## config.mk

```make
export PLATFORM = sky130hd
export DESIGN_NAME = logo_scroll_ctrl_flat
export DESIGN_NICKNAME = d
export VERILOG_FILES = /design/src/rtl/vga_pkg.sv /design/src/rtl/logo_scroll_ctrl_if.sv /design/src/rtl/frame_tick_gen.sv /design/src/rtl/logo_scroll_ctrl.sv /design/src/flat_wrapper.sv
export SDC_FILE = /design/constraint.sdc
export NUM_CORES = 1
export LEC_CHECK = 0
export CORE_MARGIN = 2
export CORE_UTILIZATION = 30
export CTS_BUF_LIST = sky130_fd_sc_hd__clkbuf_4 sky130_fd_sc_hd__clkbuf_8
export DETAILED_ROUTE_END_ITERATION = 10
export PLACE_DENSITY = 0.53
export SLEW_MARGIN = 20
export SYNTH_ARGS = -nofsm -noshare
export SYNTH_HDL_FRONTEND = slang
export SYNTH_SLANG_ARGS = --single-unit
```

## constraint.sdc

```tcl
create_clock -name clk -period 2.1 [get_ports clk]
set_input_delay 0.21 -clock clk [delete_from_list [all_inputs] [get_ports clk]]
set_output_delay 0.21 -clock clk [all_outputs]
set_load 0.005 [all_outputs]
```

## src/rtl/vga_pkg.sv

```systemverilog
// Shared VGA/logo constants: scroll FSM state encoding, coordinate width, logo origin.
// Latency: n/a (types, constants and pure helper functions only).
// Backpressure: n/a.
package vga_pkg;

   localparam int COORD_W = 11;
   localparam int LOGO_X0 = 500;
   localparam int LOGO_Y0 = 550;

   typedef enum logic [2:0] {
      ST_IDLE   = 3'd0,
      ST_RIGHT  = 3'd1,
      ST_HOLD_R = 3'd2,
      ST_LEFT   = 3'd3,
      ST_HOLD_L = 3'd4
   } scroll_state_e;

   // Paint-side X of logo column k for offset delt. 11-bit arithmetic; MAX_DELT
   // is picked by the integrator so that this never wraps.
   function automatic logic [COORD_W-1:0] logo_x(input logic [COORD_W-1:0] delt,
                                                 input logic [COORD_W-1:0] k);
      return COORD_W'(LOGO_X0) + delt + k;
   endfunction

   // Paint-side Y of logo row r; the logo never moves vertically.
   function automatic logic [COORD_W-1:0] logo_y(input logic [COORD_W-1:0] r);
      return COORD_W'(LOGO_Y0) + r;
   endfunction

endpackage

```

## src/rtl/logo_scroll_ctrl_if.sv

```systemverilog
// Bundle between sync generator / host and the logo scroll controller.
// Latency: n/a (wires only).
// Backpressure: none; vsync/enable are level signals, outputs are registered levels/pulses.
// Signals: enable, vsync (to controller); delt, dir, moving, turn (from controller).
interface logo_scroll_ctrl_if;
   import vga_pkg::*;

   logic               enable;
   logic               vsync;
   logic [COORD_W-1:0] delt;
   logic               dir;
   logic               moving;
   logic               turn;

   modport master (output enable, output vsync,
                   input  delt, input dir, input moving, input turn);
   modport slave  (input  enable, input vsync,
                   output delt, output dir, output moving, output turn);

endinterface

```

## src/rtl/frame_tick_gen.sv

```systemverilog
// Frame tick from vsync rising edge, plus a divide-by-FRAMES_PER_STEP step strobe.
// Latency: tick/step are combinational from vsync and one registered vsync sample.
// Backpressure: none; clear zeroes the divider and wins over a same-cycle tick.
// Ports: clk, rst, vsync, clear in; tick, step out.
module frame_tick_gen #(
   parameter int FRAMES_PER_STEP = 2
) (
   input  logic clk,
   input  logic rst,
   input  logic vsync,
   input  logic clear,
   output logic tick,
   output logic step
);

   localparam int CNT_W = (FRAMES_PER_STEP > 1) ? $clog2(FRAMES_PER_STEP) : 1;
   localparam logic [CNT_W-1:0] CNT_LAST = CNT_W'(FRAMES_PER_STEP - 1);

   logic             vs_d_q,  vs_d_d;
   logic             armed_q, armed_d;
   logic [CNT_W-1:0] frame_cnt_q, frame_cnt_d;

   // armed_q masks the first cycle after reset: vs_d resets low, so a vsync
   // already high at release would otherwise look like a rising edge.
   assign tick = vsync & ~vs_d_q & armed_q;
   assign step = tick & (frame_cnt_q == CNT_LAST);

   always_comb begin
      vs_d_d      = vsync;
      armed_d     = 1'b1;
      frame_cnt_d = frame_cnt_q;
      if (clear) begin
         frame_cnt_d = '0;
      end else if (step) begin
         frame_cnt_d = '0;
      end else if (tick) begin
         frame_cnt_d = frame_cnt_q + 1'b1;
      end
   end

   always_ff @(posedge clk or posedge rst) begin
      if (rst) begin
         vs_d_q      <= 1'b0;
         armed_q     <= 1'b0;
         frame_cnt_q <= '0;
      end else begin
         vs_d_q      <= vs_d_d;
         armed_q     <= armed_d;
         frame_cnt_q <= frame_cnt_d;
      end
   end

endmodule

```

## src/rtl/logo_scroll_ctrl.sv

```systemverilog
// Bouncing logo X offset: steps delt between 0 and MAX_DELT, pausing at each end.
// Latency: delt/dir/turn update on the clk edge that samples the vsync rising edge.
// Backpressure: none; enable low freezes delt/dir and parks the FSM in IDLE next clk.
// Ports: clk, rst (async, active high); bus.slave: enable, vsync in; delt, dir, moving, turn out.
module logo_scroll_ctrl
   import vga_pkg::*;
#(
   parameter int MAX_DELT        = 200,
   parameter int STEP            = 4,
   parameter int FRAMES_PER_STEP = 2,
   parameter int PAUSE_FRAMES    = 30
) (
   input  logic             clk,
   input  logic             rst,
   logo_scroll_ctrl_if.slave bus
);

   localparam int PAUSE_W = (PAUSE_FRAMES > 1) ? $clog2(PAUSE_FRAMES) : 1;
   localparam logic [PAUSE_W-1:0] PAUSE_LAST = PAUSE_W'(PAUSE_FRAMES - 1);
   localparam logic [COORD_W:0]   MAX_X      = (COORD_W + 1)'(MAX_DELT);
   localparam logic [COORD_W:0]   STEP_X     = (COORD_W + 1)'(STEP);
   localparam logic [COORD_W-1:0] STEP_C     = COORD_W'(STEP);

   scroll_state_e      state_q, state_d;
   logic [COORD_W-1:0] delt_q, delt_d;
   logic               dir_q, dir_d;
   logic               moving_q, moving_d;
   logic               turn_q, turn_d;
   logic [PAUSE_W-1:0] pause_cnt_q, pause_cnt_d;

   logic               tick;
   logic               step;
   logic               div_clear;
   logic [COORD_W:0]   nxt_up;

   frame_tick_gen #(
      .FRAMES_PER_STEP(FRAMES_PER_STEP)
   ) u_tick (
      .clk  (clk),
      .rst  (rst),
      .vsync(bus.vsync),
      .clear(div_clear),
      .tick (tick),
      .step (step)
   );

   // One extra bit so the end-stop compare sees an overshoot instead of a wrap.
   assign nxt_up = {1'b0, delt_q} + STEP_X;

   always_comb begin
      state_d     = state_q;
      delt_d      = delt_q;
      dir_d       = dir_q;
      turn_d      = 1'b0;
      pause_cnt_d = pause_cnt_q;
      div_clear   = 1'b0;

      // Disable takes priority over everything, including a same-cycle step.
      if (!bus.enable) begin
         state_d     = ST_IDLE;
         pause_cnt_d = '0;
         div_clear   = 1'b1;
      end else begin
         unique case (state_q)
            ST_IDLE: begin
               state_d = dir_q ? ST_LEFT : ST_RIGHT;
            end
            ST_RIGHT: begin
               if (step) begin
                  if (nxt_up >= MAX_X) begin
                     delt_d      = MAX_X[COORD_W-1:0];
                     turn_d      = 1'b1;
                     dir_d       = 1'b1;
                     pause_cnt_d = '0;
                     state_d     = (PAUSE_FRAMES == 0) ? ST_LEFT : ST_HOLD_R;
                  end else begin
                     delt_d = nxt_up[COORD_W-1:0];
                  end
               end
            end
            ST_LEFT: begin
               if (step) begin
                  if (delt_q <= STEP_C) begin
                     delt_d      = '0;
                     turn_d      = 1'b1;
                     dir_d       = 1'b0;
                     pause_cnt_d = '0;
                     state_d     = (PAUSE_FRAMES == 0) ? ST_RIGHT : ST_HOLD_L;
                  end else begin
                     delt_d = delt_q - STEP_C;
                  end
               end
            end
            ST_HOLD_R, ST_HOLD_L: begin
               if (tick) begin
                  if (pause_cnt_q == PAUSE_LAST) begin
                     // Restart the divider so the first move after a pause
                     // takes a full FRAMES_PER_STEP frames.
                     pause_cnt_d = '0;
                     div_clear   = 1'b1;
                     state_d     = (state_q == ST_HOLD_R) ? ST_LEFT : ST_RIGHT;
                  end else begin
                     pause_cnt_d = pause_cnt_q + 1'b1;
                  end
               end
            end
            default: begin
               state_d = ST_IDLE;
            end
         endcase
      end

      // Registered alongside state_q so moving always matches the live state.
      moving_d = (state_d == ST_RIGHT) || (state_d == ST_LEFT);
   end

   always_ff @(posedge clk or posedge rst) begin
      if (rst) begin
         state_q     <= ST_IDLE;
         delt_q      <= '0;
         dir_q       <= 1'b0;
         moving_q    <= 1'b0;
         turn_q      <= 1'b0;
         pause_cnt_q <= '0;
      end else begin
         state_q     <= state_d;
         delt_q      <= delt_d;
         dir_q       <= dir_d;
         moving_q    <= moving_d;
         turn_q      <= turn_d;
         pause_cnt_q <= pause_cnt_d;
      end
   end

   assign bus.delt   = delt_q;
   assign bus.dir    = dir_q;
   assign bus.moving = moving_q;
   assign bus.turn   = turn_q;

endmodule
```

## src/flat_wrapper.sv

```systemverilog
// flat-port wrapper written by rule: the top's interface ports become plain ports
module logo_scroll_ctrl_flat import vga_pkg::*;
#(
   parameter int MAX_DELT        = 200,
   parameter int STEP            = 4,
   parameter int FRAMES_PER_STEP = 2,
   parameter int PAUSE_FRAMES    = 30
)
  (clk, rst, bus_enable, bus_vsync, bus_delt, bus_dir, bus_moving, bus_turn);
  logo_scroll_ctrl_if bus_i ();
  input  logic clk;
  input  logic rst;
  input wire logic [$bits(bus_i.enable)-1:0] bus_enable;
  input wire logic [$bits(bus_i.vsync)-1:0] bus_vsync;
  output wire logic [$bits(bus_i.delt)-1:0] bus_delt;
  output wire logic [$bits(bus_i.dir)-1:0] bus_dir;
  output wire logic [$bits(bus_i.moving)-1:0] bus_moving;
  output wire logic [$bits(bus_i.turn)-1:0] bus_turn;
  assign bus_i.enable = bus_enable;
  assign bus_i.vsync = bus_vsync;
  assign bus_delt = bus_i.delt;
  assign bus_dir = bus_i.dir;
  assign bus_moving = bus_i.moving;
  assign bus_turn = bus_i.turn;
  logo_scroll_ctrl #(.MAX_DELT(MAX_DELT), .STEP(STEP), .FRAMES_PER_STEP(FRAMES_PER_STEP), .PAUSE_FRAMES(PAUSE_FRAMES)) u_core (.clk(clk), .rst(rst), .bus(bus_i));
endmodule
```

### Word level (Yosys, flattened, before mapping)

Cells that the tools add are included.

| storage, ports and cells | value |
|---|---|
| register bits after elaboration | 25 |
| input port bits | 4 |
| output and inout port bits | 14 |

| operators by class | value |
|---|---|
| magnitude comparators | 2 |
| mux-type cells | 41 |
| eq/ne operators | 17 |
| bitwise logic cells | 4 |
| reductions and logical operators | 8 |
| $add $sub $neg | 4 |

Operators by type and width:

| kind | number |
|---|---|
| 2-to-1 mux 11 bit | 4 |
| 2-to-1 mux 5 bit | 7 |
| one-hot mux 11 bit (2 select lines) | 1 |
| 2-to-1 mux 3 bit | 7 |
| 2-to-1 mux 1 bit | 16 |
| one-hot mux 5 bit (3 select lines) | 1 |
| adder 11 x 3 -> 12 bit, second input constant | 1 |
| >= comparator 12 x 8 -> 1 bit, second input constant | 1 |
| != test 3 x 2 -> 1 bit, second input constant | 4 |
| one-hot mux 3 bit (4 select lines) | 1 |
| AND reduction 6 bit | 2 |
| less-or-equal comparator 11 x 3 -> 1 bit, second input constant | 1 |
| subtractor 11 x 3 -> 11 bit, second input constant | 1 |
| == test 3 x 2 -> 1 bit, second input constant | 3 |
| != test 2 x 1 -> 1 bit, second input constant | 4 |
| == test 3 x 1 -> 1 bit, second input constant | 2 |
| adder 5 x 1 -> 5 bit, second input constant | 1 |
| == test 5 bit, second input constant | 1 |
| 2-to-1 mux 2 bit | 2 |
| != test 4 x 1 -> 1 bit, second input constant | 1 |
| one-hot mux 1 bit (2 select lines) | 2 |
| AND reduction 4 bit | 1 |
| bitwise AND 1 bit | 3 |
| == test 3 bit, second input constant | 1 |
| other kinds (8) | 8 |

### Logic depth before layout (Yosys ltp)

Gate-level depths: netlist of run 1.

| depth | value |
|---|---|
| word-level depth | 9 |
| depth in mapped cells | 8 |
| depth with buffers taken out | 7 |

### Cells and area by module

From an unflattened synthesis of run 1, not the netlist that was laid out.

| second synthesis, totals | value |
|---|---|
| cells, all modules | 196 |
| area total of the unflattened synthesis | 1795.5 um^2 |

By module, submodules not included:

| module | cells an instance | seq. area each (um^2) | area each (um^2) | instances |
|---|---|---|---|---|
| logo_scroll_ctrl | 186 | 500.5 | 1672.9 | 1 |
| frame_tick_gen | 10 | 75.1 | 122.6 | 1 |

### Worst setup path after synthesis of run 1

Ideal clock, no wire load.

| path | value |
|---|---|
| path type | register to register |
| start | reg u_core.delt_q[2], in the netlist u_core.bus.delt[2] |
| end | reg u_core.pause_cnt_q[1] |
| clock period less this slack | 2087 ps |
| required time | 2021 ps |
| stages on the path, launching flop included | 8 |
| arrival time | 2008 ps |
| setup slack | 13 ps |
| buffers on the path | 2 |
| cells stage by stage | dfrtp_1 buf_2 a211o_1 or4_4 buf_6 a311oi_4 a21o_1 mux2i_1 |

| on the way | value |
|---|---|
| cells in the longest elaborated chain, start to end | 4 |
| elaborated cells on any way between the ends | 6 |

Ends and longest elaborated chain:

| item | line | text |
|---|---|---|
| start: declaration | logo_scroll_ctrl.sv:25 | `logic [COORD_W-1:0] delt_q, delt_d;` |
| start signal: assignment | logo_scroll_ctrl.sv:127 | `delt_q <= delt_d;` |
| adder 11 x 3 -> 12 bit | logo_scroll_ctrl.sv:48 | `assign nxt_up = {1'b0, delt_q} + STEP_X;` |
| >= comparator 12 x 8 -> 1 bit | logo_scroll_ctrl.sv:70 | `if (nxt_up >= MAX_X) begin` |
| != test 3 x 2 -> 1 bit (no source line) | n/a |  |
| AND reduction 6 bit (no source line) (*) | n/a |  |
| end signal: assignment | logo_scroll_ctrl.sv:131 | `pause_cnt_q <= pause_cnt_d;` |
| end: declaration | logo_scroll_ctrl.sv:29 | `logic [PAUSE_W-1:0] pause_cnt_q, pause_cnt_d;` |

Every way passes the cells marked *; elsewhere a longest branch is shown, timed or not.
A chain may end at the register's enable or synchronous reset.

### Worst setup path in the final report of run 1

| path | value |
|---|---|
| start | reg u_core.delt_q[10], in the netlist u_core.bus.delt[10] |
| end | reg u_core.delt_q[5], in the netlist u_core.bus.delt[5] |

| on the way | value |
|---|---|
| cells in the longest elaborated chain, start to end | 5 |
| elaborated cells on any way between the ends | 8 |

Ends and longest elaborated chain:

| item | line | text |
|---|---|---|
| adder 11 x 3 -> 12 bit | logo_scroll_ctrl.sv:48 |  |
| >= comparator 12 x 8 -> 1 bit | logo_scroll_ctrl.sv:70 |  |
| 2-to-1 mux 11 bit | logo_scroll_ctrl.sv:70 |  |
| 2-to-1 mux 11 bit | logo_scroll_ctrl.sv:69 | `if (step) begin` |
| one-hot mux 11 bit (2 select lines) (*) | logo_scroll_ctrl.sv:64 | `unique case (state_q)` |

Every way passes the cells marked *; elsewhere a longest branch is shown, timed or not. The select of a mux whose other input is x is not followed.

==> results.json, run 1 <==
{
  "sw_frac_of_total": 0.313,
  "fin_worst_skew_ns": 0.00215,
  "worst_ir_drop_vdd_v": 0.000256,
  "drv.max_cap_violation_count": 0,
  "worstMarginPinSlew_ns": 0.500,
  "yosys.area.top_type": "dfrtp_1",
  "antenna_cells": 0,
  "io-pin-count": 18,
  "timing.critical_path.slowest_stage_cell": "or4_4",
  "areaGrowthSynthToFinish_pct": 31.3,
  "wire_length_of_the_first_global_routing_pass_mm": 7.60,
  "synth_area_in_adders": 0.0492,
  "ys_dominant_reg_cell": "dfrtp_1",
  "met1_usage": 0.225,
  "detailedRoute.firstIterationViolations": 71,
  "worst_ep_arrival_time_ns": 2.23,
  "crit_fanout": 2,
  "synth_cell_types": 61,
  "hpwlAfterDp_mm": 3.50,
  "post_route_cells_drive_above_1_share": 0.260,
  "global_route_track_usage_on_met2": 0.233,
  "clkPwrFrac": 0.281,
  "synth-seq-area-share": 0.333,
  "proportion_of_synthesized_area_in_mux_cells": 0.0116,
  "timing.hold.worst.class": "input pin to async pin",
  "synthesized_cell_area_sq_mm": 0.00173,
  "synth_top_cell_area_share": 0.333,
  "worstPathRequired_ns": 2.26,
  "htreeDepth": 1,
  "layout_commonest_cell": "buf_4",
  "overflow": 0,
  "power.share.combinational": 0.253,
  "finalCritPeriodShare": 0.984,
  "tritoncts": "yes",
  "total_power_uw": 1050,
  "timing.final.hold_violations": 0,
  "core-area_sq_mm": 0.00554,
  "max_slew_margin": 0.665,
  "final_period_minus_worst_setup_slack_ns": 2.07,
  "initial_utilization": 0.312,
  "drt_pass1_iterations": 4,
  "powerDensity_mw_per_mm2": 465,
  "syn_avg_cell_area_sq_um": 8.64,
  "synth_enable_flop_cells": 0,
  "synthSimpleGateAreaFrac": 0.216,
  "die_area_sq_mm": 0.00638,
  "largest_family_of_logic_cells_by_synthesized_area": "compound AO/OA/AOI/OAI gates",
  "tritoncts.num_buffers": 3,
  "die_w_microns": 79.9,
  "yosysWarnings": 0,
  "final_cell_count_without_fillers": 318,
  "grt_most_used_layer": "met2",
  "ant_nets": 0,
  "cp-end-kind": "register",
  "dieHeight_microns": 79.9,
  "crit_type": "register to register",
  "clk_lat_worst_skew_ns": 0.27,
  "route.detailed.drc": 0,
  "cpLargestDelayFamily": "compound AO/OA/AOI/OAI gates",
  "seq_power_share": 0.466,
  "report.final.setup_viol": 0,
  "regArea_sq_um": 581,
  "timing.critical_path.buf_inv": 1,
  "clock_tree.root_cell": "clkbuf_8",
  "post_synth_main_area_contributors": "dfrtp_1 (33%), o21ai_0 (4.6%), ha_1 (4.3%)",
  "net-switching-power_uw": 330,
  "viasPerCell": 5.09,
  "timing.critical_path.cells": "or4_4, buf_4, o31ai_4, o21ai_0, a31o_1, a22o_1",
  "synth-compound-area-share": 0.286,
  "async_flop_share": 1.00,
  "drt-total-wl_mm": 4.63,
  "fillerInstances": 564,
  "multi_input_logic_area_sq_mm": 0.00104,
  "grtUsageTotal": 0.151,
  "vias": 1619,
  "layout_common_cells": "buf_4 (36), dfrtp_1 (19), nand2_1 (16)",
  "clock-sinks": 23,
  "grt_antenna_before_repair": 0,
  "rows": 27,
  "detail_route.wl_per_cell_microns": 14.6,
  "grt_pass1_vias": 1517,
  "worst_setup_hold_path_clk_slew_ns": 0.09,
  "outcome": "completed",
  "clock.fmax_ghz": 0.484,
  "report.final.slew_viol_count": 0,
  "num-nets-final": 257,
  "place.port_buffers": 15,
  "place_congestion": 0.819,
  "setup_tns_ns": 0,
  "cts.path.max_buffers": 2,
  "cellInternalPower_uw": 724,
  "setup.worst_path.start_class": "register",
  "postSynthRegisterBits": 23,
  "leakage_uw": 0.000945,
  "largest_net_degree_at_the_start_of_global_routing": 24,
  "grtUsageMet3": 0.0124,
  "syn-instance-count": 200,
  "max_stage_delay_ns": 0.58,
  "hold_slack_ns": 0.288,
  "dp_cells": 309,
  "synthXorXnorAreaFrac": 0.0152
}
==> synthesized netlist by cell type, drive strengths merged, types with 3 or more instances <==
| master | instances |
|---|---|
| a211oi | 5 |
| a21oi | 12 |
| a22o | 3 |
| buf | 10 |
| clkbuf | 3 |
| dfrtp | 23 |
| ha | 6 |
| inv | 15 |
| nand2 | 16 |
| nand3 | 6 |
| nand4 | 3 |
| nor2 | 15 |
| nor3 | 7 |
| o211ai | 3 |
| o21ai | 17 |
| o31ai | 3 |
| or3 | 3 |
| or4 | 3 |
==> repair_timing <==
| action | CTS | global route |
|---|---|---|
| resized for setup | 3 | 13 |
| endpoints found under the setup margin | 8 | 12 |
| setup buffers | 2 | 3 |
| pin swaps | 0 | 9 |
| hold buffers | 0 | 0 |
==> layout make-up <==
cell class | instances | share of cell area
multi-input combinational | 149 | 0.457
tap | 72 | 0.0397
sequential | 23 | 0.256
clock inverter | 1 | 0.00221
timing repair buffer | 54 | 0.200
inverter | 16 | 0.0265
clock buffer | 3 | 0.0182
==> path summary, 6_finish.rpt <==
kind,from,end,slack (ns),cells after the start
worst max-delay path,u_core.bus.delt[10],u_core.bus.delt[5],0.03,6
worst min-delay path,rst,u_core.pause_cnt_q[1],0.29,3
worst max register to register,u_core.bus.delt[10],u_core.bus.delt[5],0.03,6
worst min register to register,u_core.bus.dir,u_core.bus.dir,0.54,2
max in group asynchronous,rst,u_core.bus.delt[3],1.54,3
min in group clk,bus_vsync,u_core.u_tick.vs_d_q,0.45,1
==> power by group through the flow <==
stage / combinational [uW] / clock, uW / sequential (uW)
floorplan: 177 / 0 / 479
global placement: 242 / 0 / 499
detailed placement: 242 / 0 / 500
CTS: 251 / 306 / 490
global route: 295 / 324 / 495
finish: 267 / 296 / 491
==> per-layer routing <==
layer | up-vias | part of all wire
met2 | 19 | 0.46
met5 | - | 0
met1 | 775 | 0.51
met3 | 2 | 0.022
li1 | 823 | -
met4 | 0 | 0.0088
==> per-stage QoR <==
stage               utilization  instance area (sq um)  setup slack, ns
detailed placement        0.386                   2140           -0.120
global placement          0.386                   2140          -0.0305
floorplan                     -                   1730           0.0127
finish                    0.409                   2270           0.0331
CTS                       0.398                   2200          0.00983
global route              0.409                   2270         -0.00663
==> worst register-to-register path, delay by kind of cell, from the launching register on <==
family,cells,cell delay [ns]
flip-flops,1,0.41
AND/OR/NAND/NOR,1,0.58
AO/OA/AOI/OAI,4,0.80
buffers and inverters,1,0.18
==> flip-flops by register name, summed over array words and instances (netlist names) <==
signal and flops:
u_core.bus.turn 1, u_core.bus.moving 1, u_core.bus.dir 1, u_core.u_tick.frame_cnt_q 1, u_core.state_q 3, u_core.pause_cnt_q 5, u_core.bus.delt 9, u_core.u_tick.armed_q 1
u_core.u_tick.vs_d_q 1
==> cell families (layout without fill, tap and decap cells) <==
kind of cell | Yosys count | after routing
adder cells (fa/ha/maj) | 7 | 7
other | 2 | 3
buffers and inverters | 29 | 74
XOR/XNOR | 3 | 3
flip-flops | 23 | 23
multiplexers | 2 | 2
AND/OR/NAND/NOR | 67 | 67
AO/OA/AOI/OAI | 67 | 67
Note: power is estimated with default switching activity, not from simulation.
==> inputs of run 2 (changes only) <==
--- a/config.mk
+++ b/config.mk
@@ -9,8 +9,7 @@
 export CORE_UTILIZATION = 30
 export CTS_BUF_LIST = sky130_fd_sc_hd__clkbuf_4 sky130_fd_sc_hd__clkbuf_8
 export DETAILED_ROUTE_END_ITERATION = 10
-export PLACE_DENSITY = 0.53
-export SLEW_MARGIN = 20
+export SLEW_MARGIN = 0
 export SYNTH_ARGS = -nofsm -noshare
 export SYNTH_HDL_FRONTEND = slang
 export SYNTH_SLANG_ARGS = --single-unit
==> run 2 against run 1 <==
- clock power grew 1%
- final cell count shrank 1.3%
- total power shrank 0.48%
- global-route usage grew 0.36 points
- first-iteration DRC count grew 34%
- flip-flop and latch count is the same
- critical path type unchanged
- critical path depth grew 1
==> results.json, run 2 (synthesized netlist as in run 1, its figures left out) <==
{
  "outcome": "completed",
  "grt_pass1_vias": 1586,
  "dieHeight_microns": 79.9,
  "crit_type": "register to register",
  "finalCritPeriodShare": 0.971,
  "timing.critical_path.cells": "buf_4, and4_2, o211ai_1, o211ai_1, buf_4, a22o_1, a22o_1",
  "largest_register_ffs": 9,
  "timing.critical_path.slowest_stage_cell": "dfrtp_2",
  "grt_most_used_layer": "met2",
  "overflow": 0,
  "grt_antenna_before_repair": 0,
  "timing.critical_path.buf_inv": 2,
  "antenna_cells": 0,
  "detail_route.wl_per_cell_microns": 15.0,
  "layout_commonest_cell": "buf_4",
  "place.port_buffers": 15,
  "tritoncts": "yes",
  "worst_ep_arrival_time_ns": 2.20,
  "report.final.setup_viol": 0,
  "worstMarginPinSlew_ns": 0.577,
  "clock-sinks": 23,
  "clock.fmax_ghz": 0.490,
  "worst_path_setup_slack_after_routing_ns": 0.0610,
  "net-switching-power_uw": 320,
  "final_period_minus_worst_setup_slack_ns": 2.04,
  "powerDensity_mw_per_mm2": 467,
  "largest_net_degree_at_the_start_of_global_routing": 24,
  "layout_common_cells": "buf_4 (34), dfrtp_1 (18), o21ai_0 (16), nand2_1 (16), clkdlybuf4s50_1 (15)",
  "setup.worst_path.start_class": "register",
  "hpwlAfterDp_mm": 3.46,
  "place_ws_ns": -0.0345,
  "total_power_uw": 1050,
  "cpLargestDelayFamily": "compound AO/OA/AOI/OAI gates",
  "global_route_track_usage_on_met2": 0.239,
  "num-nets-final": 253,
  "clkPwrFrac": 0.286,
  "areaGrowthSynthToFinish_pct": 30.1,
  "max_stage_delay_ns": 0.46,
  "crit_fanout": 7,
  "cellInternalPower_uw": 729,
  "ant_nets": 0,
  "die_area_sq_mm": 0.00638,
  "met1_usage": 0.223,
  "wire_length_of_the_first_global_routing_pass_mm": 7.85,
  "grtUsageTotal": 0.154,
  "fin_worst_skew_ns": 0.00517,
  "tritoncts.num_buffers": 3,
  "rsz0062_at_grt": "true",
  "core-area_sq_mm": 0.00554,
  "drv.max_cap_violation_count": 0,
  "worst_setup_hold_path_clk_slew_ns": 0.09,
  "timing.final.hold_violations": 0,
  "viasPerCell": 5.40,
  "power.share.combinational": 0.249,
  "leakage_uw": 0.000927,
  "finalCoreUtilization": 0.406,
  "cts.path.max_buffers": 2,
  "timing.hold.worst.class": "input pin to async pin",
  "cts_hold_buffers": 0,
  "clk_lat_worst_skew_ns": 0.27,
  "report.final.slew_viol_count": 0,
  "drt-total-wl_mm": 4.70,
  "clock_tree.root_cell": "clkbuf_8",
  "vias": 1696,
  "die_w_microns": 79.9,
  "seq_power_share": 0.465,
  "htreeDepth": 1,
  "io-pin-count": 18,
  "rows": 27,
  "cp-end-kind": "register",
  "drt_pass1_iterations": 4,
  "place_congestion": 0.932,
  "detailedRoute.firstIterationViolations": 95,
  "grtUsageMet3": 0.0170,
  "route.detailed.drc": 0,
  "worstPathRequired_ns": 2.26,
  "worst_ir_drop_vdd_v": 0.000244,
  "max_slew_margin": 0.614,
  "post_route_cells_drive_above_1_share": 0.256,
  "sw_frac_of_total": 0.305,
  "initial_utilization": 0.312
}
run 2: stage by stage:
stage          hold slack, ns  setup TNS [ns]  area [sq um]  cells
2_1_floorplan           0.212               0          1730    201
5_1_grt                 0.330         -0.0261          2250    314
4_1_cts                 0.308               0          2180    312
3_5_place_dp            0.521         -0.0519          2130    308
6_report                0.290               0          2250    314
3_3_place_gp            0.525               0          2130    308
run 2: power by group through the flow:
stage               Sequential [uW]  Clock, uW  Combinational, uW
CTS                             485        306                247
floorplan                       479          0                177
detailed placement              493          0                246
finish                          488        300                261
global placement                493          0                247
global route                    492        331                289
run 2: final timing paths:
kind                                         start                    end  slack, ns  cells past startpoint
worst min register to register      u_core.bus.dir         u_core.bus.dir       0.55                      2
worst max-delay path            u_core.bus.delt[3]     u_core.bus.delt[5]       0.06                      7
worst min-delay path                           rst  u_core.pause_cnt_q[4]       0.29                      3
min in group clk                         bus_vsync   u_core.u_tick.vs_d_q       0.46                      1
max in group asynchronous                      rst     u_core.bus.delt[2]       1.55                      3
worst max register to register  u_core.bus.delt[3]     u_core.bus.delt[5]       0.06                      7
run 2: routing by layer:
| metal | up-vias | part of all wire |
|---|---|---|
| met5 | - | 0 |
| li1 | 829 | - |
| met3 | 13 | 0.048 |
| met4 | 0 | 0.027 |
| met2 | 49 | 0.46 |
| met1 | 805 | 0.46 |
run 2: worst register-to-register path: stages (launching register included):
cell	delay, ns
dfrtp_2	0.46
buf_4	0.18
and4_2	0.21
o211ai_1	0.21
o211ai_1	0.29
buf_4	0.23
a22o_1	0.19
a22o_1	0.17
run 2: repair_timing:
item | CTS | global route
setup buffers | 0 | 2
pin swaps | 0 | 5
resized for setup | 1 | 15
setup endpoints to repair | 3 | 11
run 2: area by class of cell:
| cell class | instances | area [sq um] |
|---|---|---|
| clock buffers | 4 | 48.8 |
| fillers | 574 | 3290 |
| inverters | 16 | 60.1 |
| multi-input cells | 149 | 1050 |
| flip-flops and latches | 23 | 582 |
| well taps | 72 | 90.1 |
| repair buffers | 50 | 417 |
